[src/rtl/instruction_fetch_unit_if.sv]
// Bus bundle between the fetch unit, instruction memory and the decode stage.
// The master side is the fetch unit. The slave side is the memory and decode environment.
interface instruction_fetch_unit_if;
  logic        imem_ren;
  logic [31:0] imem_addr;
  logic [31:0] imem_dout;
  logic        redirect_valid;
  logic [31:0] redirect_pc;
  logic        out_ready;
  logic        out_valid;
  logic [31:0] out_instr;
  logic [31:0] out_pc;
  logic [31:0] out_pc_plus4;
  logic [5:0]  out_opcode;
  logic [5:0]  out_funct;
  logic [4:0]  out_rs;
  logic [4:0]  out_rt;
  logic [4:0]  out_rd;
  logic        align_error;
  logic [31:0] instr_count;

  modport master (
    output imem_ren, imem_addr, out_valid, out_instr, out_pc, out_pc_plus4,
           out_opcode, out_funct, out_rs, out_rt, out_rd, align_error, instr_count,
    input  imem_dout, redirect_valid, redirect_pc, out_ready
  );

  modport slave (
    input  imem_ren, imem_addr, out_valid, out_instr, out_pc, out_pc_plus4,
           out_opcode, out_funct, out_rs, out_rt, out_rd, align_error, instr_count,
    output imem_dout, redirect_valid, redirect_pc, out_ready
  );
endinterface

[src/rtl/instruction_fetch_unit.sv]
// Fetch stage: holds the PC, reads instruction memory with a fixed latency and
// presents the captured word with pre-split fields over a valid/ready handshake.
module instruction_fetch_unit #(
  parameter logic [31:0] RESET_PC    = 32'h0000_0000,
  parameter int unsigned MEM_LATENCY = 1
) (
  input logic                        clock,
  input logic                        reset,
  instruction_fetch_unit_if.master   bus
);

  typedef enum logic [1:0] {IDLE, FETCH, HOLD} state_t;

  localparam logic [1:0] LAST_WAIT = 2'(MEM_LATENCY - 1);

  state_t      state_q, state_d;
  logic [31:0] pc_q, pc_d;
  logic [31:0] addr_q, addr_d;
  logic        ren_q, ren_d;
  logic        valid_q, valid_d;
  logic [31:0] instr_q, instr_d;
  logic [31:0] opc_q, opc_d;
  logic [31:0] opc4_q, opc4_d;
  logic        align_q, align_d;
  logic [31:0] count_q, count_d;
  logic [1:0]  wait_q, wait_d;
  logic [31:0] target;

  assign target = {bus.redirect_pc[31:2], 2'b00};

  always_ff @(posedge clock or negedge reset) begin
    if (!reset) begin
      state_q <= IDLE;
      pc_q    <= RESET_PC;
      addr_q  <= RESET_PC;
      ren_q   <= 1'b0;
      valid_q <= 1'b0;
      instr_q <= '0;
      opc_q   <= '0;
      opc4_q  <= '0;
      align_q <= 1'b0;
      count_q <= '0;
      wait_q  <= '0;
    end else begin
      state_q <= state_d;
      pc_q    <= pc_d;
      addr_q  <= addr_d;
      ren_q   <= ren_d;
      valid_q <= valid_d;
      instr_q <= instr_d;
      opc_q   <= opc_d;
      opc4_q  <= opc4_d;
      align_q <= align_d;
      count_q <= count_d;
      wait_q  <= wait_d;
    end
  end

  always_comb begin
    state_d = state_q;
    pc_d    = pc_q;
    addr_d  = addr_q;
    ren_d   = ren_q;
    valid_d = valid_q;
    instr_d = instr_q;
    opc_d   = opc_q;
    opc4_d  = opc4_q;
    align_d = align_q;
    count_d = count_q;
    wait_d  = wait_q;

    if (bus.redirect_valid) begin
      // A handshake on the redirect edge still counts, but the target replaces pc+4.
      if (state_q == HOLD && bus.out_ready) count_d = count_q + 32'd1;
      if (bus.redirect_pc[1:0] != 2'b00) align_d = 1'b1;
      pc_d    = target;
      addr_d  = target;
      wait_d  = '0;
      valid_d = 1'b0;
      ren_d   = 1'b1;
      state_d = FETCH;
    end else begin
      unique case (state_q)
        IDLE: begin
          ren_d   = 1'b1;
          addr_d  = pc_q;
          state_d = FETCH;
        end
        FETCH: begin
          if (wait_q == LAST_WAIT) begin
            instr_d = bus.imem_dout;
            opc_d   = pc_q;
            opc4_d  = pc_q + 32'd4;
            valid_d = 1'b1;
            ren_d   = 1'b0;
            wait_d  = '0;
            state_d = HOLD;
          end else begin
            wait_d = wait_q + 2'd1;
          end
        end
        HOLD: begin
          if (bus.out_ready) begin
            count_d = count_q + 32'd1;
            valid_d = 1'b0;
            pc_d    = pc_q + 32'd4;
            addr_d  = pc_q + 32'd4;
            ren_d   = 1'b1;
            state_d = FETCH;
          end
        end
        default: state_d = IDLE;
      endcase
    end
  end

  assign bus.imem_ren     = ren_q;
  assign bus.imem_addr    = addr_q;
  assign bus.out_valid    = valid_q;
  assign bus.out_instr    = instr_q;
  assign bus.out_pc       = opc_q;
  assign bus.out_pc_plus4 = opc4_q;
  assign bus.out_opcode   = instr_q[31:26];
  assign bus.out_funct    = instr_q[5:0];
  assign bus.out_rs       = instr_q[25:21];
  assign bus.out_rt       = instr_q[20:16];
  assign bus.out_rd       = instr_q[15:11];
  assign bus.align_error  = align_q;
  assign bus.instr_count  = count_q;

endmodule

[src/flat_wrapper.sv]
// flat-port wrapper written by rule: the top's interface ports become plain ports
module instruction_fetch_unit_flat 
#(
  parameter logic [31:0] RESET_PC    = 32'h0000_0000,
  parameter int unsigned MEM_LATENCY = 1
)
  (clock, reset, bus_imem_ren, bus_imem_addr, bus_out_valid, bus_out_instr, bus_out_pc, bus_out_pc_plus4, bus_out_opcode, bus_out_funct, bus_out_rs, bus_out_rt, bus_out_rd, bus_align_error, bus_instr_count, bus_imem_dout, bus_redirect_valid, bus_redirect_pc, bus_out_ready);
  instruction_fetch_unit_if bus_i ();
  input logic clock;
  input logic reset;
  output wire logic [$bits(bus_i.imem_ren)-1:0] bus_imem_ren;
  output wire logic [$bits(bus_i.imem_addr)-1:0] bus_imem_addr;
  output wire logic [$bits(bus_i.out_valid)-1:0] bus_out_valid;
  output wire logic [$bits(bus_i.out_instr)-1:0] bus_out_instr;
  output wire logic [$bits(bus_i.out_pc)-1:0] bus_out_pc;
  output wire logic [$bits(bus_i.out_pc_plus4)-1:0] bus_out_pc_plus4;
  output wire logic [$bits(bus_i.out_opcode)-1:0] bus_out_opcode;
  output wire logic [$bits(bus_i.out_funct)-1:0] bus_out_funct;
  output wire logic [$bits(bus_i.out_rs)-1:0] bus_out_rs;
  output wire logic [$bits(bus_i.out_rt)-1:0] bus_out_rt;
  output wire logic [$bits(bus_i.out_rd)-1:0] bus_out_rd;
  output wire logic [$bits(bus_i.align_error)-1:0] bus_align_error;
  output wire logic [$bits(bus_i.instr_count)-1:0] bus_instr_count;
  input wire logic [$bits(bus_i.imem_dout)-1:0] bus_imem_dout;
  input wire logic [$bits(bus_i.redirect_valid)-1:0] bus_redirect_valid;
  input wire logic [$bits(bus_i.redirect_pc)-1:0] bus_redirect_pc;
  input wire logic [$bits(bus_i.out_ready)-1:0] bus_out_ready;
  assign bus_imem_ren = bus_i.imem_ren;
  assign bus_imem_addr = bus_i.imem_addr;
  assign bus_out_valid = bus_i.out_valid;
  assign bus_out_instr = bus_i.out_instr;
  assign bus_out_pc = bus_i.out_pc;
  assign bus_out_pc_plus4 = bus_i.out_pc_plus4;
  assign bus_out_opcode = bus_i.out_opcode;
  assign bus_out_funct = bus_i.out_funct;
  assign bus_out_rs = bus_i.out_rs;
  assign bus_out_rt = bus_i.out_rt;
  assign bus_out_rd = bus_i.out_rd;
  assign bus_align_error = bus_i.align_error;
  assign bus_instr_count = bus_i.instr_count;
  assign bus_i.imem_dout = bus_imem_dout;
  assign bus_i.redirect_valid = bus_redirect_valid;
  assign bus_i.redirect_pc = bus_redirect_pc;
  assign bus_i.out_ready = bus_out_ready;
  instruction_fetch_unit #(.RESET_PC(RESET_PC), .MEM_LATENCY(MEM_LATENCY)) u_core (.clock(clock), .reset(reset), .bus(bus_i));
endmodule
[config.mk]
export PLATFORM = sky130hd
export DESIGN_NAME = instruction_fetch_unit_flat
export DESIGN_NICKNAME = d
export VERILOG_FILES = /design/src/rtl/instruction_fetch_unit_if.sv /design/src/rtl/instruction_fetch_unit.sv /design/src/flat_wrapper.sv
export SDC_FILE = /design/constraint.sdc
export NUM_CORES = 1
export LEC_CHECK = 0
export CAP_MARGIN = 20
export CORE_MARGIN = 1.5
export CORE_UTILIZATION = 44
export DETAILED_ROUTE_END_ITERATION = 16
export GPL_TIMING_DRIVEN = 0
export PLACE_DENSITY = 0.75
export SKIP_CTS_REPAIR_TIMING = 1
export SYNTH_ARGS = -nofsm -noshare
export SYNTH_HDL_FRONTEND = slang
export SYNTH_SLANG_ARGS = --single-unit
export TNS_END_PERCENT = 5
[constraint.sdc]
create_clock -name clock -period 2.52 [get_ports clock]
set_clock_uncertainty 0.2 [all_clocks]
set_input_delay 0.252 -clock clock [delete_from_list [all_inputs] [get_ports clock]]
set_output_delay 0.252 -clock clock [all_outputs]
set_load 0.005 [all_outputs]
==> results.py <==
metrics = {
    "logic_synthesis": {
        "synth_area_um2": 9360,
        "yosysSeqAreaShare_pct": 51.3,
        "synth_edf_count": 0,
        "synth_seq_cells": 192,
        "ys_warn_count": 0,
        "ys_types": 54,
        "synth-xor-area-share_pct": 7.77,
        "synth_simple_gate_area_share_pct": 22.8,
        "synth_area_leaders": "dfrtp_1 51%, nand2_1 11%, xnor2_1 5.6%, buf_4 3.2%, o21ai_0 2.6%",
        "yosysTopAreaCell": "dfrtp_1",
        "synth_compound_area_share_pct": 9.47,
        "synthFlopType": "dfrtp_1",
        "syn_inst": 1010,
        "muxShareOfSynthArea_pct": 1.67,
        "async_reset_ff_share_pct": 100,
        "synthAdderAreaFrac_pct": 0.535,
        "synth_top_area_share_pct": 51.3,
        "syn_area_per_cell_um2": 9.27,
        "synth_top_family_by_area": "simple AND/OR/NAND/NOR gates",
    },
    "placement": {
        "place_inst": 1540,
        "port_buffers": 251,
        "place_congestion": 0.882,
        "dpl.hpwl_um": 21100,
    },
    "die": {
        "ios": 258,
        "chipWidth_um": 149,
        "die_h_um": 149,
        "dieArea_um2": 22200,
        "fp-row-count": 53,
        "coreArea_um2": 21000,
        "initial_utilization_pct": 44.7,
    },
    "clock_tree": {
        "clk_pin_slew_worst_paths_ns": 0.07,
        "htreeDepth": 4,
        "cts_tree": "yes",
        "cts.sinks": 192,
        "clock-root-buffer": "clkbuf_16",
        "clk-insertion-delay-late_ns": 0.44,
        "cts_inserted_buffers": 17,
        "clock_path_buffers": 2,
    },
    "power": {
        "leakage_uw": 0.00565,
        "p_int_uw": 7060,
        "seqPwrFrac_pct": 41.4,
        "net-switching-power_uw": 2950,
        "power_uw": 10000,
        "p_sw_share_pct": 29.5,
        "combinationalPowerShare_pct": 30.6,
        "power.density_nw_per_um2": 770,
        "clockPowerShare_pct": 28.0,
        "vdd_ir_drop_max_mv": 0.379,
    },
    "timing": {
        "fin_setup_tns_ns": -0.0640,
        "layout_min_cycle_time_ns": 2.58,
        "final.period_utilization_pct": 103,
        "slew_headroom_pct": 37.2,
        "rsz0062_at_grt": "true",
        "finalHoldViolations": 0,
        "drv_slew": 0,
        "worst_pin_slew_ns": 0.934,
        "fin_ws_ns": -0.0640,
        "fmaxAchievable_mhz": 387,
        "setup_violations": 1,
    },
    "setup_path": {
        "slowest_delay_ns": 0.53,
        "path_class": "reg2reg",
        "r2r-end": "u_core.bus.imem_addr[30]$_DFFE_PN0P_",
        "r2r_start": "u_core.pc_q[2]$_DFFE_PN0N_",
        "required_ns": 2.69,
        "r2r_slack_ns": -0.06,
        "path_cells": "ha_1 > clkbuf_4 > nand2_4 > or4_4 > buf_2 > or4_4 > a21oi_2 > o22a_1",
        "crit_arrival_ns": 2.75,
        "crit_path_frequent_cell": "or4_4",
        "crit_start": "u_core.pc_q[2]$_DFFE_PN0N_",
        "crit_fanout": 8,
        "critPathCaptureType": "register",
        "path_delay_family": "simple AND/OR/NAND/NOR gates",
        "rr_worst_depth": 8,
        "path_buf_inv": 2,
        "critPathLaunchType": "register",
        "cpMaxStageDelayCell": "or4_4",
    },
    "route": {
        "drt_iter0_markers": 737,
        "vias_per_cell": 5.38,
        "vias": 8478,
        "wire_per_inst_um": 18.7,
        "drc": 0,
        "routed_wl_um": 29500,
        "drtPass1Iterations": 6,
        "antenna_left": 0,
    },
    "cells_and_area": {
        "fillers": 1781,
        "synthToLayoutAreaGrowth_pct": 38.9,
        "drive_gt1_share_pct": 11.6,
        "instances_no_fill": 1576,
        "final_nets": 1360,
        "utilization_pct": 62.0,
        "n_antenna_cell": 0,
        "ff_latch_area_um2": 4810,
        "multi_input_area_um2": 4040,
    },
    "worst_hold_path": {
        "holdPathEnd": "u_core.state_q[1]$_DFFE_PN0P_",
        "hold_class": "in2reg",
        "min_from": "bus_out_ready",
        "worst_hold_path.num_cells": 2,
    },
    "global_route": {
        "grt_pass1_vias": 8144,
        "grt_max_degree": 112,
        "grt_antenna_before_repair": 0,
        "grt_pass1_wl_um": 44800,
        "grt_remaining_overflow": 0,
        "track_usage_pct": 26.6,
    },
    "run_status": {
        "violations": "negative setup slack",
        "status": "finished, violations left",
    },
    "job": {
        "maxCapViolations": 0,
    },
}
-- routing by layer --
| metal | global-route usage [%] | wire, µm | share of wire, % | up-vias |
|---|---|---|---|---|
| met5 | 0 | 0 | 0 | - |
| met1 | 35.1 | 12200 | 41 | 4098 |
| met4 | 9.36 | 730 | 2.5 | 0 |
| li1 | - | - | - | 3920 |
| met3 | 5.20 | 2350 | 8.0 | 54 |
| met2 | 43.7 | 14200 | 48 | 406 |
-- placed cells by master, fill, tap and decap left out, types with 18 or more instances in the layout --
cell type	instances
a21oi_1	32
buf_4	43
clkbuf_1	32
clkdlybuf4s50_1	250
dfrtp_1	190
nand2_1	270
nand3_1	27
nor2_1	58
nor3_1	18
o21ai_0	47
xnor2_1	60
xor2_1	23
-- kinds of logic (layout without fill, tap and decap cells) --
| group | Yosys count | in the layout |
|---|---|---|
| adders and majority gates | 4 | 4 |
| xor gates and xnor gates | 83 | 83 |
| other | 1 | 4 |
| DFF | 192 | 192 |
| muxes | 14 | 14 |
| and+or+nand+nor | 463 | 463 |
| AOI/OAI and AO/OA | 143 | 143 |
| buffers and inverters | 110 | 398 |
-- synthesized netlist by cell type, types with 2 or more instances --
cell type and number:
a21boi_0 4, a21oi_1 33, a2bb2oi_1 8, a31o_2 2
a31oi_1 16, and2_1 6, and3_1 11, and4_1 6
buf_2 11, buf_4 40, buf_6 3, clkbuf_1 49
dfrtp_1 192, ha_1 4, inv_1 6, mux2_2 13
nand2_1 271, nand2b_1 7, nand3_1 29, nand4_1 17
nor2_1 60, nor2b_1 2, nor3_1 18, nor4_1 8
nor4_2 3, o21ai_0 48, o221ai_1 3, o22a_1 13
o22ai_1 2, o31ai_1 6, or3_1 9, or4_1 2
or4_4 6, xnor2_1 60, xor2_1 23
-- how the worst max path moves through the flow --
stage                                                 endpoint  slack (ns)  cells past startpoint
final                     u_core.bus.imem_addr[30]$_DFFE_PN0P_       -0.06                      8
after global routing      u_core.bus.imem_addr[30]$_DFFE_PN0P_       -0.09                      8
after CTS                           u_core.pc_q[7]$_DFFE_PN0N_       -0.45                      8
after detailed placement         u_core.state_q[1]$_DFFE_PN0P_       -0.56                      6
after global placement       u_core.bus.out_pc[25]$_DFFE_PN0P_       -7.16                      1
after floorplan                    u_core.pc_q[18]$_DFFE_PN0N_       0.002                      7
-- cell type report --
type	instances	area share, %
clock buffers	19	3.48
clock inverters	13	1.16
flip-flops and latches	192	37.0
inverters	7	0.202
plain buffers	103	4.61
repair buffers	256	19.8
well taps	275	2.65
multi-input cells	711	31.1
-- per-stage QoR --
stage	hold slack, ns	worst slack, ns	instance area [µm²]
final	0.0672	-0.0640	13000
after global placement	0.252	-7.16	12200
after global routing	0.0818	-0.0916	13000
after detailed placement	0.195	-0.558	12300
after floorplan	-0.244	0.00239	9370
after CTS	-0.274	-0.446	12900
-- power groups by stage --
stage,Combinational (µW),Sequential [µW],Clock (µW)
3_5_place_dp,3040,4190,0
5_1_grt,3330,4210,2970
6_report,3060,4150,2800
2_1_floorplan,1080,4150,0
3_3_place_gp,2980,4190,0
4_1_cts,3060,4140,2840
-- worst register-to-register path: stages, from the launching register on --
cell	delay, ns
dfrtp_2	0.41
ha_1	0.15
clkbuf_4	0.18
nand2_4	0.09
or4_4	0.44
buf_2	0.19
or4_4	0.53
a21oi_2	0.15
o22a_1	0.17
-- registers in the layout (all words and copies together) (netlist names) --
name,count
u_core.bus.align_error,1
u_core.bus.imem_addr,31
u_core.bus.imem_ren,1
u_core.bus.instr_count,32
u_core.bus.out_instr,32
u_core.bus.out_pc,30
u_core.bus.out_pc_plus4,30
u_core.bus.out_valid,1
u_core.pc_q,30
u_core.state_q,2
u_core.wait_q,2
Note: power is estimated with default switching activity, not from simulation.
